## src/rtl/moquanmips_bus_arbiter_if.sv

```systemverilog
// Bus bundle around the shared SOPC memory port: two requesting masters
// (M0 = load/store, M1 = instruction fetch), the single slave port, and the
// stall/grant status seen by the pipeline control unit.
interface moquanmips_bus_arbiter_if #(
   parameter int AW = 32,
   parameter int DW = 32
);
   // M0: CPU data master
   logic              m0_req_i;
   logic              m0_we_i;
   logic [AW-1:0]     m0_addr_i;
   logic [DW-1:0]     m0_wdata_i;
   logic [DW/8-1:0]   m0_sel_i;
   logic [DW-1:0]     m0_rdata_o;
   logic              m0_ack_o;
   logic              m0_err_o;
   // M1: instruction-fetch master
   logic              m1_req_i;
   logic              m1_we_i;
   logic [AW-1:0]     m1_addr_i;
   logic [DW-1:0]     m1_wdata_i;
   logic [DW/8-1:0]   m1_sel_i;
   logic [DW-1:0]     m1_rdata_o;
   logic              m1_ack_o;
   logic              m1_err_o;
   // shared slave port
   logic              s_stb_o;
   logic              s_we_o;
   logic [AW-1:0]     s_addr_o;
   logic [DW-1:0]     s_wdata_o;
   logic [DW/8-1:0]   s_sel_o;
   logic [DW-1:0]     s_rdata_i;
   logic              s_ack_i;
   // pipeline status
   logic              stallreq_o;
   logic [1:0]        gnt_o;

   // arbiter's view: it is the slave of both masters and drives the memory port
   modport slave (
      input  m0_req_i, m0_we_i, m0_addr_i, m0_wdata_i, m0_sel_i,
      output m0_rdata_o, m0_ack_o, m0_err_o,
      input  m1_req_i, m1_we_i, m1_addr_i, m1_wdata_i, m1_sel_i,
      output m1_rdata_o, m1_ack_o, m1_err_o,
      output s_stb_o, s_we_o, s_addr_o, s_wdata_o, s_sel_o,
      input  s_rdata_i, s_ack_i,
      output stallreq_o, gnt_o
   );

   // environment's view: masters, memory and pipeline control
   modport master (
      output m0_req_i, m0_we_i, m0_addr_i, m0_wdata_i, m0_sel_i,
      input  m0_rdata_o, m0_ack_o, m0_err_o,
      output m1_req_i, m1_we_i, m1_addr_i, m1_wdata_i, m1_sel_i,
      input  m1_rdata_o, m1_ack_o, m1_err_o,
      input  s_stb_o, s_we_o, s_addr_o, s_wdata_o, s_sel_o,
      output s_rdata_i, s_ack_i,
      input  stallreq_o, gnt_o
   );
endinterface

```

## src/rtl/moquanmips_bus_arbiter.sv

```systemverilog
// Two-master arbiter for the single SOPC memory port. One transaction at a
// time: IDLE picks a winner and latches its request, BUSY strobes the slave
// until ack or timeout, DONE pulses the winner's ack for one cycle.
module moquanmips_bus_arbiter #(
   parameter int AW        = 32,
   parameter int DW        = 32,
   parameter int PRIO_MODE = 0,   // 0 = fixed (M0 wins ties), 1 = round-robin
   parameter int TIMEOUT   = 16   // BUSY cycles without ack before abort; 0 = never
) (
   input  logic                     clk,
   input  logic                     rst,   // asynchronous, active low
   moquanmips_bus_arbiter_if.slave  bus
);
   localparam int SW = DW / 8;
   localparam int TW = (TIMEOUT > 1) ? $clog2(TIMEOUT) : 1;
   localparam logic [TW-1:0] TIMER_LAST = TW'(TIMEOUT - 1);

   typedef enum logic [1:0] {
      ST_IDLE = 2'd0,
      ST_BUSY = 2'd1,
      ST_DONE = 2'd2
   } state_e;

   state_e                 state_q,   state_d;
   logic [1:0]             gnt_q,     gnt_d;     // one-hot owner {M1,M0}
   logic                   last_q,    last_d;    // index of the last granted master
   logic [TW-1:0]          timer_q,   timer_d;
   logic                   s_we_q,    s_we_d;
   logic [AW-1:0]          s_addr_q,  s_addr_d;
   logic [DW-1:0]          s_wdata_q, s_wdata_d;
   logic [SW-1:0]          s_sel_q,   s_sel_d;
   logic [1:0][DW-1:0]     rdata_q,   rdata_d;   // per-master read data, index = master
   logic [1:0]             ack_q,     ack_d;
   logic [1:0]             err_q,     err_d;

   logic [1:0]             req;
   logic                   win;                  // arbitration winner index
   logic                   owner;                // master that owns the current transaction

   assign req   = {bus.m1_req_i, bus.m0_req_i};
   assign owner = gnt_q[1];

   // Next-state, arbitration and per-transaction bookkeeping
   always_comb begin
      // NOTE: every variable gets a default before the case, so no path leaves one unassigned and no latch is inferred.
      state_d   = state_q;
      gnt_d     = gnt_q;
      last_d    = last_q;
      timer_d   = timer_q;
      s_we_d    = s_we_q;
      s_addr_d  = s_addr_q;
      s_wdata_d = s_wdata_q;
      s_sel_d   = s_sel_q;
      rdata_d   = rdata_q;
      ack_d     = 2'b00;       // acks and errors are single-cycle pulses
      err_d     = 2'b00;

      // a tie goes to M0 (fixed) or to whoever was not served last (round-robin)
      if (req == 2'b11) begin
         win = (PRIO_MODE == 0) ? 1'b0 : ~last_q;
      end else begin
         win = req[1];
      end

      case (state_q)
         ST_IDLE: begin
            if (|req) begin
               state_d   = ST_BUSY;
               gnt_d     = win ? 2'b10 : 2'b01;
               last_d    = win;
               timer_d   = '0;
               s_we_d    = win ? bus.m1_we_i    : bus.m0_we_i;
               s_addr_d  = win ? bus.m1_addr_i  : bus.m0_addr_i;
               s_wdata_d = win ? bus.m1_wdata_i : bus.m0_wdata_i;
               s_sel_d   = win ? bus.m1_sel_i   : bus.m0_sel_i;
            end
         end
         ST_BUSY: begin
            timer_d = timer_q + TW'(1);
            if (bus.s_ack_i) begin
               state_d        = ST_DONE;
               ack_d[owner]   = 1'b1;
               rdata_d[owner] = s_we_q ? '0 : bus.s_rdata_i;
            end else if ((TIMEOUT != 0) && (timer_q == TIMER_LAST)) begin
               state_d        = ST_DONE;
               ack_d[owner]   = 1'b1;
               err_d[owner]   = 1'b1;
               rdata_d[owner] = '0;
            end
         end
         ST_DONE: begin
            // requests are not looked at here; the next IDLE cycle arbitrates
            state_d = ST_IDLE;
            gnt_d   = 2'b00;
            timer_d = '0;
         end
         default: begin
            state_d = ST_IDLE;
            gnt_d   = 2'b00;
            timer_d = '0;
         end
      endcase
   end

   // State and output registers; reset clears everything at once, mid-transaction included
   always_ff @(posedge clk or negedge rst) begin
      if (!rst) begin
         state_q   <= ST_IDLE;
         gnt_q     <= 2'b00;
         last_q    <= 1'b1;      // M1 counts as last served so M0 wins the first tie
         timer_q   <= '0;
         s_we_q    <= 1'b0;
         s_addr_q  <= '0;
         s_wdata_q <= '0;
         s_sel_q   <= '0;
         rdata_q   <= '0;
         ack_q     <= 2'b00;
         err_q     <= 2'b00;
      end else begin
         // NOTE: non-blocking assignments so every register samples the pre-edge values of the others.
         state_q   <= state_d;
         gnt_q     <= gnt_d;
         last_q    <= last_d;
         timer_q   <= timer_d;
         s_we_q    <= s_we_d;
         s_addr_q  <= s_addr_d;
         s_wdata_q <= s_wdata_d;
         s_sel_q   <= s_sel_d;
         rdata_q   <= rdata_d;
         ack_q     <= ack_d;
         err_q     <= err_d;
      end
   end

   assign bus.s_stb_o    = (state_q == ST_BUSY);
   assign bus.s_we_o     = s_we_q;
   assign bus.s_addr_o   = s_addr_q;
   assign bus.s_wdata_o  = s_wdata_q;
   assign bus.s_sel_o    = s_sel_q;

   assign bus.m0_rdata_o = rdata_q[0];
   assign bus.m0_ack_o   = ack_q[0];
   assign bus.m0_err_o   = err_q[0];
   assign bus.m1_rdata_o = rdata_q[1];
   assign bus.m1_ack_o   = ack_q[1];
   assign bus.m1_err_o   = err_q[1];

   assign bus.gnt_o      = gnt_q;
   assign bus.stallreq_o = (bus.m0_req_i & ~ack_q[0]) | (bus.m1_req_i & ~ack_q[1]);

endmodule

```

## src/flat_wrapper.sv

```systemverilog
// flat-port wrapper written by rule: the top's interface ports become plain ports
module moquanmips_bus_arbiter_flat 
#(
   parameter int AW        = 32,
   parameter int DW        = 32,
   parameter int PRIO_MODE = 0,                                               
   parameter int TIMEOUT   = 16                                                     
)
  (clk, rst, bus_m0_req_i, bus_m0_we_i, bus_m0_addr_i, bus_m0_wdata_i, bus_m0_sel_i, bus_m0_rdata_o, bus_m0_ack_o, bus_m0_err_o, bus_m1_req_i, bus_m1_we_i, bus_m1_addr_i, bus_m1_wdata_i, bus_m1_sel_i, bus_m1_rdata_o, bus_m1_ack_o, bus_m1_err_o, bus_s_stb_o, bus_s_we_o, bus_s_addr_o, bus_s_wdata_o, bus_s_sel_o, bus_s_rdata_i, bus_s_ack_i, bus_stallreq_o, bus_gnt_o);
  moquanmips_bus_arbiter_if #(.AW(AW), .DW(DW)) bus_i ();
  input  logic clk;
  input  logic rst;
  input wire logic [$bits(bus_i.m0_req_i)-1:0] bus_m0_req_i;
  input wire logic [$bits(bus_i.m0_we_i)-1:0] bus_m0_we_i;
  input wire logic [$bits(bus_i.m0_addr_i)-1:0] bus_m0_addr_i;
  input wire logic [$bits(bus_i.m0_wdata_i)-1:0] bus_m0_wdata_i;
  input wire logic [$bits(bus_i.m0_sel_i)-1:0] bus_m0_sel_i;
  output wire logic [$bits(bus_i.m0_rdata_o)-1:0] bus_m0_rdata_o;
  output wire logic [$bits(bus_i.m0_ack_o)-1:0] bus_m0_ack_o;
  output wire logic [$bits(bus_i.m0_err_o)-1:0] bus_m0_err_o;
  input wire logic [$bits(bus_i.m1_req_i)-1:0] bus_m1_req_i;
  input wire logic [$bits(bus_i.m1_we_i)-1:0] bus_m1_we_i;
  input wire logic [$bits(bus_i.m1_addr_i)-1:0] bus_m1_addr_i;
  input wire logic [$bits(bus_i.m1_wdata_i)-1:0] bus_m1_wdata_i;
  input wire logic [$bits(bus_i.m1_sel_i)-1:0] bus_m1_sel_i;
  output wire logic [$bits(bus_i.m1_rdata_o)-1:0] bus_m1_rdata_o;
  output wire logic [$bits(bus_i.m1_ack_o)-1:0] bus_m1_ack_o;
  output wire logic [$bits(bus_i.m1_err_o)-1:0] bus_m1_err_o;
  output wire logic [$bits(bus_i.s_stb_o)-1:0] bus_s_stb_o;
  output wire logic [$bits(bus_i.s_we_o)-1:0] bus_s_we_o;
  output wire logic [$bits(bus_i.s_addr_o)-1:0] bus_s_addr_o;
  output wire logic [$bits(bus_i.s_wdata_o)-1:0] bus_s_wdata_o;
  output wire logic [$bits(bus_i.s_sel_o)-1:0] bus_s_sel_o;
  input wire logic [$bits(bus_i.s_rdata_i)-1:0] bus_s_rdata_i;
  input wire logic [$bits(bus_i.s_ack_i)-1:0] bus_s_ack_i;
  output wire logic [$bits(bus_i.stallreq_o)-1:0] bus_stallreq_o;
  output wire logic [$bits(bus_i.gnt_o)-1:0] bus_gnt_o;
  assign bus_i.m0_req_i = bus_m0_req_i;
  assign bus_i.m0_we_i = bus_m0_we_i;
  assign bus_i.m0_addr_i = bus_m0_addr_i;
  assign bus_i.m0_wdata_i = bus_m0_wdata_i;
  assign bus_i.m0_sel_i = bus_m0_sel_i;
  assign bus_m0_rdata_o = bus_i.m0_rdata_o;
  assign bus_m0_ack_o = bus_i.m0_ack_o;
  assign bus_m0_err_o = bus_i.m0_err_o;
  assign bus_i.m1_req_i = bus_m1_req_i;
  assign bus_i.m1_we_i = bus_m1_we_i;
  assign bus_i.m1_addr_i = bus_m1_addr_i;
  assign bus_i.m1_wdata_i = bus_m1_wdata_i;
  assign bus_i.m1_sel_i = bus_m1_sel_i;
  assign bus_m1_rdata_o = bus_i.m1_rdata_o;
  assign bus_m1_ack_o = bus_i.m1_ack_o;
  assign bus_m1_err_o = bus_i.m1_err_o;
  assign bus_s_stb_o = bus_i.s_stb_o;
  assign bus_s_we_o = bus_i.s_we_o;
  assign bus_s_addr_o = bus_i.s_addr_o;
  assign bus_s_wdata_o = bus_i.s_wdata_o;
  assign bus_s_sel_o = bus_i.s_sel_o;
  assign bus_i.s_rdata_i = bus_s_rdata_i;
  assign bus_i.s_ack_i = bus_s_ack_i;
  assign bus_stallreq_o = bus_i.stallreq_o;
  assign bus_gnt_o = bus_i.gnt_o;
  moquanmips_bus_arbiter #(.AW(AW), .DW(DW), .PRIO_MODE(PRIO_MODE), .TIMEOUT(TIMEOUT)) u_core (.clk(clk), .rst(rst), .bus(bus_i));
endmodule
```

## config.mk

```make
export PLATFORM = sky130hd
export DESIGN_NAME = moquanmips_bus_arbiter_flat
export DESIGN_NICKNAME = d
export VERILOG_FILES = /design/src/rtl/moquanmips_bus_arbiter_if.sv /design/src/rtl/moquanmips_bus_arbiter.sv /design/src/flat_wrapper.sv
export SDC_FILE = /design/constraint.sdc
export NUM_CORES = 1
export LEC_CHECK = 0
export ABC_AREA = 0
export CAP_MARGIN = 0
export CORE_ASPECT_RATIO = 0.6
export CORE_UTILIZATION = 41
export DETAILED_ROUTE_END_ITERATION = 16
export GPL_ROUTABILITY_DRIVEN = 1
export PLACE_DENSITY = 0.82
export SYNTH_ARGS = -nofsm -noshare
export SYNTH_HDL_FRONTEND = slang
export SYNTH_SLANG_ARGS = --single-unit
```

## constraint.sdc

```tcl
create_clock -name clk -period 1.98 [get_ports clk]
set_clock_uncertainty 0.15 [all_clocks]
set_input_delay 0.396 -clock clk [delete_from_list [all_inputs] [get_ports clk]]
set_output_delay 0.396 -clock clk [all_outputs]
set_load 0.005 [all_outputs]
```

==> results of run 1 <==
[final cells by class]
class                      instances  area (sq um)
clock inverter                    14           146
tap                              198           248
sequential                       145          3630
inverter                           5          18.8
timing repair buffer             349          3540
clock buffer                      18           439
multi-input combinational        239          2540
fill                            1042          4240
[sequential cells by signal, summed over array words and instances (netlist names), 4 cells and up]
register,flops
u_core.bus.s_sel_o,4
u_core.bus.m1_rdata_o,32
u_core.timer_q,4
u_core.bus.m0_rdata_o,32
u_core.bus.s_addr_o,32
u_core.bus.s_wdata_o,32
[report_power, final]
group / leakage (nW) / switching (mW) / internal [mW]
sequential: 1.80 / 0.770 / 4.28
combinational: 2.34 / 2.28 / 4.17
clock: 0.276 / 1.34 / 1.81
[timing repair]
item / CTS / global route
buffers inserted: 1 / 4
gates resized for setup: 7 / 0
hold buffers: 1 / 0
endpoints found under the setup margin: 3 / 2
hold endpoints to repair: 45 / 0
[cells by family after synthesis]
family | count (synthesis) | share of synthesized area (%)
compound gates | 75 | 11.3
fa+ha+maj | 1 | 0.197
buf+inv | 42 | 3.08
flops | 145 | 57.3
mux | 139 | 25.9
simple gates | 24 | 2.27
[path summary, 6_finish.rpt]
kind | from | end | slack (ps) | cells past startpoint
max | u_core.bus.gnt_o[1] | bus_gnt_o[1] | 90 | 1
min reg2reg | u_core.bus.m0_rdata_o[4] | u_core.bus.m0_rdata_o[4] | 340 | 1
max reg2reg | u_core.state_q[1] | u_core.bus.s_wdata_o[4] | 140 | 4
max in group asynchronous | rst | u_core.bus.gnt_o[1] | 740 | 3
min in group asynchronous | rst | u_core.bus.m1_rdata_o[14] | 370 | 2
min | u_core.bus.m0_rdata_o[4] | u_core.bus.m0_rdata_o[4] | 340 | 1
[cells in the final DEF (no fill, tap or decap), types with 5 or more instances in the layout]
cell / synthesis / final
clkdlybuf4s50_1: 0 / 310
dfrtp_1: 145 / 143
mux2_2: 118 / 118
a32o_1: 64 / 64
buf_4: 0 / 22
mux2_4: 20 / 20
clkbuf_16: 0 / 17
buf_12: 0 / 11
inv_1: 5 / 5
inv_6: 0 / 5
[per-stage QoR]
stage          setup TNS, ps  cell area (sq um)  hold WS (ps)  total power [mW]  util (%)
2_1_floorplan              0               6330         -49.6              7.48         -
3_3_place_gp          -18580               9940           224              11.2      67.1
3_5_place_dp          -22310               9940           232              11.5      67.1
4_1_cts                    0              10500           345              14.7      71.2
5_1_grt                    0              10600           348              15.4      71.4
6_report                   0              10600           342              14.7      71.4
[metal layers]
metal	global-route usage [%]	vias to the layer above	wire, um	share of wire, %
li1	-	2300	-	-
met1	32.9	2603	8100	42
met2	41.6	205	9610	50
met3	5.86	20	1290	6.7
met4	7.76	0	301	1.6
met5	0	-	0	0
==> flow_summary_export.csv, run 1 <==
group,metric,value,unit
run_status,status,"finished clean",
die,io_pins,316,
finish,drive_gt1_share,27.5,%
setup_path,crit_slowest_cell,"clkdlybuf4s50_1",
finish,num_antenna_cells,0,
routing,wl_per_cell,19.9,um
setup_path,crit_family,"buffers and inverters",
synthesis,netlist_top_cells_count,"dfrtp_1 (145), mux2_2 (118), a32o_1 (64)",
pwr,cellLeakagePower,4.41,nW
synthesis,yosysTopAreaCell,"dfrtp_1",
global_routing,grt-ovfl-total,0,
setup_path,crit_type,"flop to primary output",
synthesis,synth_warnings,0,
die,initial_core_util,42.8,%
synthesis,synth_most_common_cell,"dfrtp_1",
global_routing,grt_pass1_wl,31000,um
timing,relSlewSlack,65.6,%
die,core,14800,sq um
routing,routed_wl,19300,um
clocking,path_clk_slew,70,ps
setup_path,cp_cell_sequence,"clkdlybuf4s50_1",
timing,setup_viol,0,
routing,ant_nets,0,
clocking,clkSinkCount,145,
job,drv_cap,0,
clocking,cts_buffer_depth,2,
global_routing,antenna_found_initial,0,
placement,dp_cells,930,
die,rows,34,
routing,drc,0,
setup_path,crit_path_end_kind,"primary output",
setup_path,max_stage_delay,550,ps
synthesis,ys_seq_area_share,57.3,%
synthesis,synth_area,6330,sq um
timing,final.setup.worst_slack,88.1,ps
timing,clock.fmax,0.529,GHz
synthesis,synth.net_count,602,
synthesis,synth_top_area_share,57.3,%
synthesis,ys.flop_type,"dfrtp_1",
synthesis,ys_seq_elements,145,
routing,drt-pass1-iter-count,5,
placement,place.gp.congestion,0.806,
routing,num_vias,5128,
finish,fin_cells,968,
timing,finalMaxSlewViolations,0,
setup_path,required,1430,ps
timing,worst_slew_pin_slew,516,ps
min_path,worst_hold_path_type,"flop to flop",
finish,area_delta_synth_final,66.8,%
pwr,ir_drop,0.000778,V
clocking,clock_latency,400,ps
setup_path,worst-path-buf-inv,1,
die,die_x,162,um
setup_path,critPathLaunchType,"flop",
die,fp.dieArea,16000,sq um
synthesis,syn_inst,426,
global_routing,grt_start_max_net_pins,58,
placement,dp_slack,-354,ps
synthesis,synth_area_leaders,"dfrtp_1 (57%), mux2_2 (21%), a32o_1 (10%)",
clocking,cts-root-buf,"clkbuf_16",
setup_path,crit_arrival,1350,ps
synthesis,syn_area_per_cell,14.9,sq um
clocking,cts_tree,"yes",
setup_path,cp_max_fo,5,
timing,period_share,95.5,%
global_routing,grt_usage,25.2,%
synthesis,synth_edf_count,0,
timing,period_minus_slack,1890,ps
routing,avgViaCountPerCell,5.30,
finish,final_nets,933,
placement,port_buffers,315,
timing,grt_setup_unrepaired,"no",
clocking,ctsHtreeMaxLevel,4,
clocking,cts_buffers,17,
placement,dp_hpwl,14300,um
synthesis,synthArstFlopShare,100,%
timing,final_hold_viol_count,0,
die,die_height,98.3,um
synthesis,synthDistinctLibCells,32,
pwr,cellPowerDensity,1390,nW/um^2
global_routing,grt_pass1_vias,5563,
routing,drt_iter0_markers,311,
(Power assumes the default switching activity.)
==> run 2: changes to the inputs <==
Settings changed: CORE_ASPECT_RATIO 0.6 to 0.7.
==> run 2 against run 1 <==
Net effect:
- maximum frequency is 0.97% higher
- core utilization down 0.75 points
- routed wire length is 4.0% lower
- sequential share of layout area increased by 0.13 points
- sequential power down 0.8%
==> flow_summary_export.csv, run 2 (same netlist as run 1, synthesis figures left out) <==
group,metric,value,unit
clocking,clkSinkCount,145,
die,io_pins,316,
global_routing,grt_pass1_wl,28000,um
clocking,ctsHtreeMaxLevel,4,
setup_path,crit_arrival,1330,ps
routing,drt-pass1-iter-count,6,
clocking,cts_buffers,17,
die,initial_core_util,42.5,%
finish,area_delta_synth_final,66.2,%
routing,drt_iter0_markers,399,
routing,routed_wl,18500,um
global_routing,grt_start_max_net_pins,50,
timing,final_hold_viol_count,0,
timing,setup_viol,0,
placement,place.gp.congestion,0.771,
job,drv_cap,0,
timing,clock.fmax,0.534,GHz
min_path,worst_hold_path_type,"input pin to async pin",
finish,fill_cells,1057,
setup_path,cp_cell_sequence,"clkdlybuf4s50_1",
setup_path,crit_slowest_cell,"clkdlybuf4s50_1",
routing,wl_per_cell,19.3,um
global_routing,antenna_found_initial,0,
routing,avgViaCountPerCell,5.34,
finish,fin_util,70.6,%
finish,final-seq-area,3630,sq um
global_routing,grt_usage,22.8,%
finish,multi_input_area,2540,sq um
die,fp.dieArea,16000,sq um
clocking,cts_tree,"yes",
placement,port_buffers,315,
setup_path,critPathLaunchType,"flop",
finish,final_nets,927,
finish,drive_gt1_share,27.0,%
routing,ant_nets,0,
setup_path,required,1430,ps
finish,layout_commonest_cell,"clkdlybuf4s50_1",
finish,num_antenna_cells,0,
routing,drc,0,
run_status,status,"finished clean",
global_routing,grt_pass1_vias,5215,
clocking,clock_latency,410,ps
setup_path,crit_path_end_kind,"primary output",
setup_path,cp_max_fo,2,
die,die_height,106,um
routing,num_vias,5123,
timing,relSlewSlack,73.8,%
global_routing,grt-ovfl-total,0,
clocking,path_clk_slew,70,ps
timing,period_minus_slack,1870,ps
pwr,cellPowerDensity,1390,nW/um^2
timing,worst_slew_pin_slew,393,ps
timing,finalMaxSlewViolations,0,
setup_path,crit_type,"flop to primary output",
pwr,ir_drop,0.000727,V
pwr,cellLeakagePower,4.40,nW
finish,layout_common_cells,"clkdlybuf4s50_1 (310), dfrtp_1 (143), mux2_2 (118)",
timing,grt_setup_unrepaired,"no",
placement,dp_hpwl,13400,um
timing,fin_hold_ws,257,ps
clocking,cts_buffer_depth,2,
die,die_x,151,um
die,core,14900,sq um
setup_path,crit_family,"buffers and inverters",
die,rows,37,
setup_path,max_stage_delay,540,ps
timing,fin_setup_tns,0,ps
timing,period_share,94.6,%
setup_path,worst-path-buf-inv,1,
clocking,cts-root-buf,"clkbuf_16",
[run 2: layout make-up]
type / count / share of cell area [%]
inverter: 5 / 0.178
tap: 195 / 2.32
sequential: 145 / 34.5
multi-input combinational: 239 / 24.1
timing repair buffer: 343 / 33.1
clock buffer: 18 / 4.17
clock inverter: 14 / 1.60
[run 2: where the power goes]
part           leakage (nW)  internal (mW)  switching [mW]  total, mW
sequential             1.80           4.28           0.730       5.01
clock                 0.299           1.84            1.40       3.24
combinational          2.30           4.14            2.25       6.38
[run 2: what timing repair did]
action	4_1_cts	5_1_grt
hold buffers	1	0
setup endpoints to repair	4	0
gates resized for setup	7	0
hold endpoints to repair	26	0
setup buffers	3	0
[run 2: per-stage QoR]
step / instance area (sq um) / worst slack, ps / instances / power (mW)
final: 10500 / 106 / 959 / 14.6
after global routing: 10500 / 53.4 / 959 / 15.4
after CTS: 10500 / 91.4 / 959 / 14.8
after detailed placement: 9890 / -330 / 923 / 11.4
after global placement: 9890 / -297 / 923 / 11.2
after floorplan: 6330 / 248 / 426 / 7.48
[run 2: worst paths after layout]
path | from | to | slack, ps | depth (start not counted)
max | u_core.bus.s_we_o | bus_s_we_o | 110 | 1
min | rst | u_core.bus.s_wdata_o[29] | 260 | 2
max reg2reg | u_core.state_q[1] | u_core.bus.s_addr_o[17] | 200 | 4
min reg2reg | u_core.bus.m0_rdata_o[20] | u_core.bus.m0_rdata_o[20] | 340 | 1
max in group asynchronous | rst | u_core.bus.s_addr_o[26] | 740 | 3
min in group clk | u_core.bus.m0_rdata_o[20] | u_core.bus.m0_rdata_o[20] | 340 | 1
[run 2: routing by layer]
layer	global-route usage, %	up-vias	part of all wire [%]
met5	0	-	0
met4	7.21	0	1.6
met3	4.76	21	7.9
met2	40.3	245	51
met1	27.9	2559	40
li1	-	2298	-
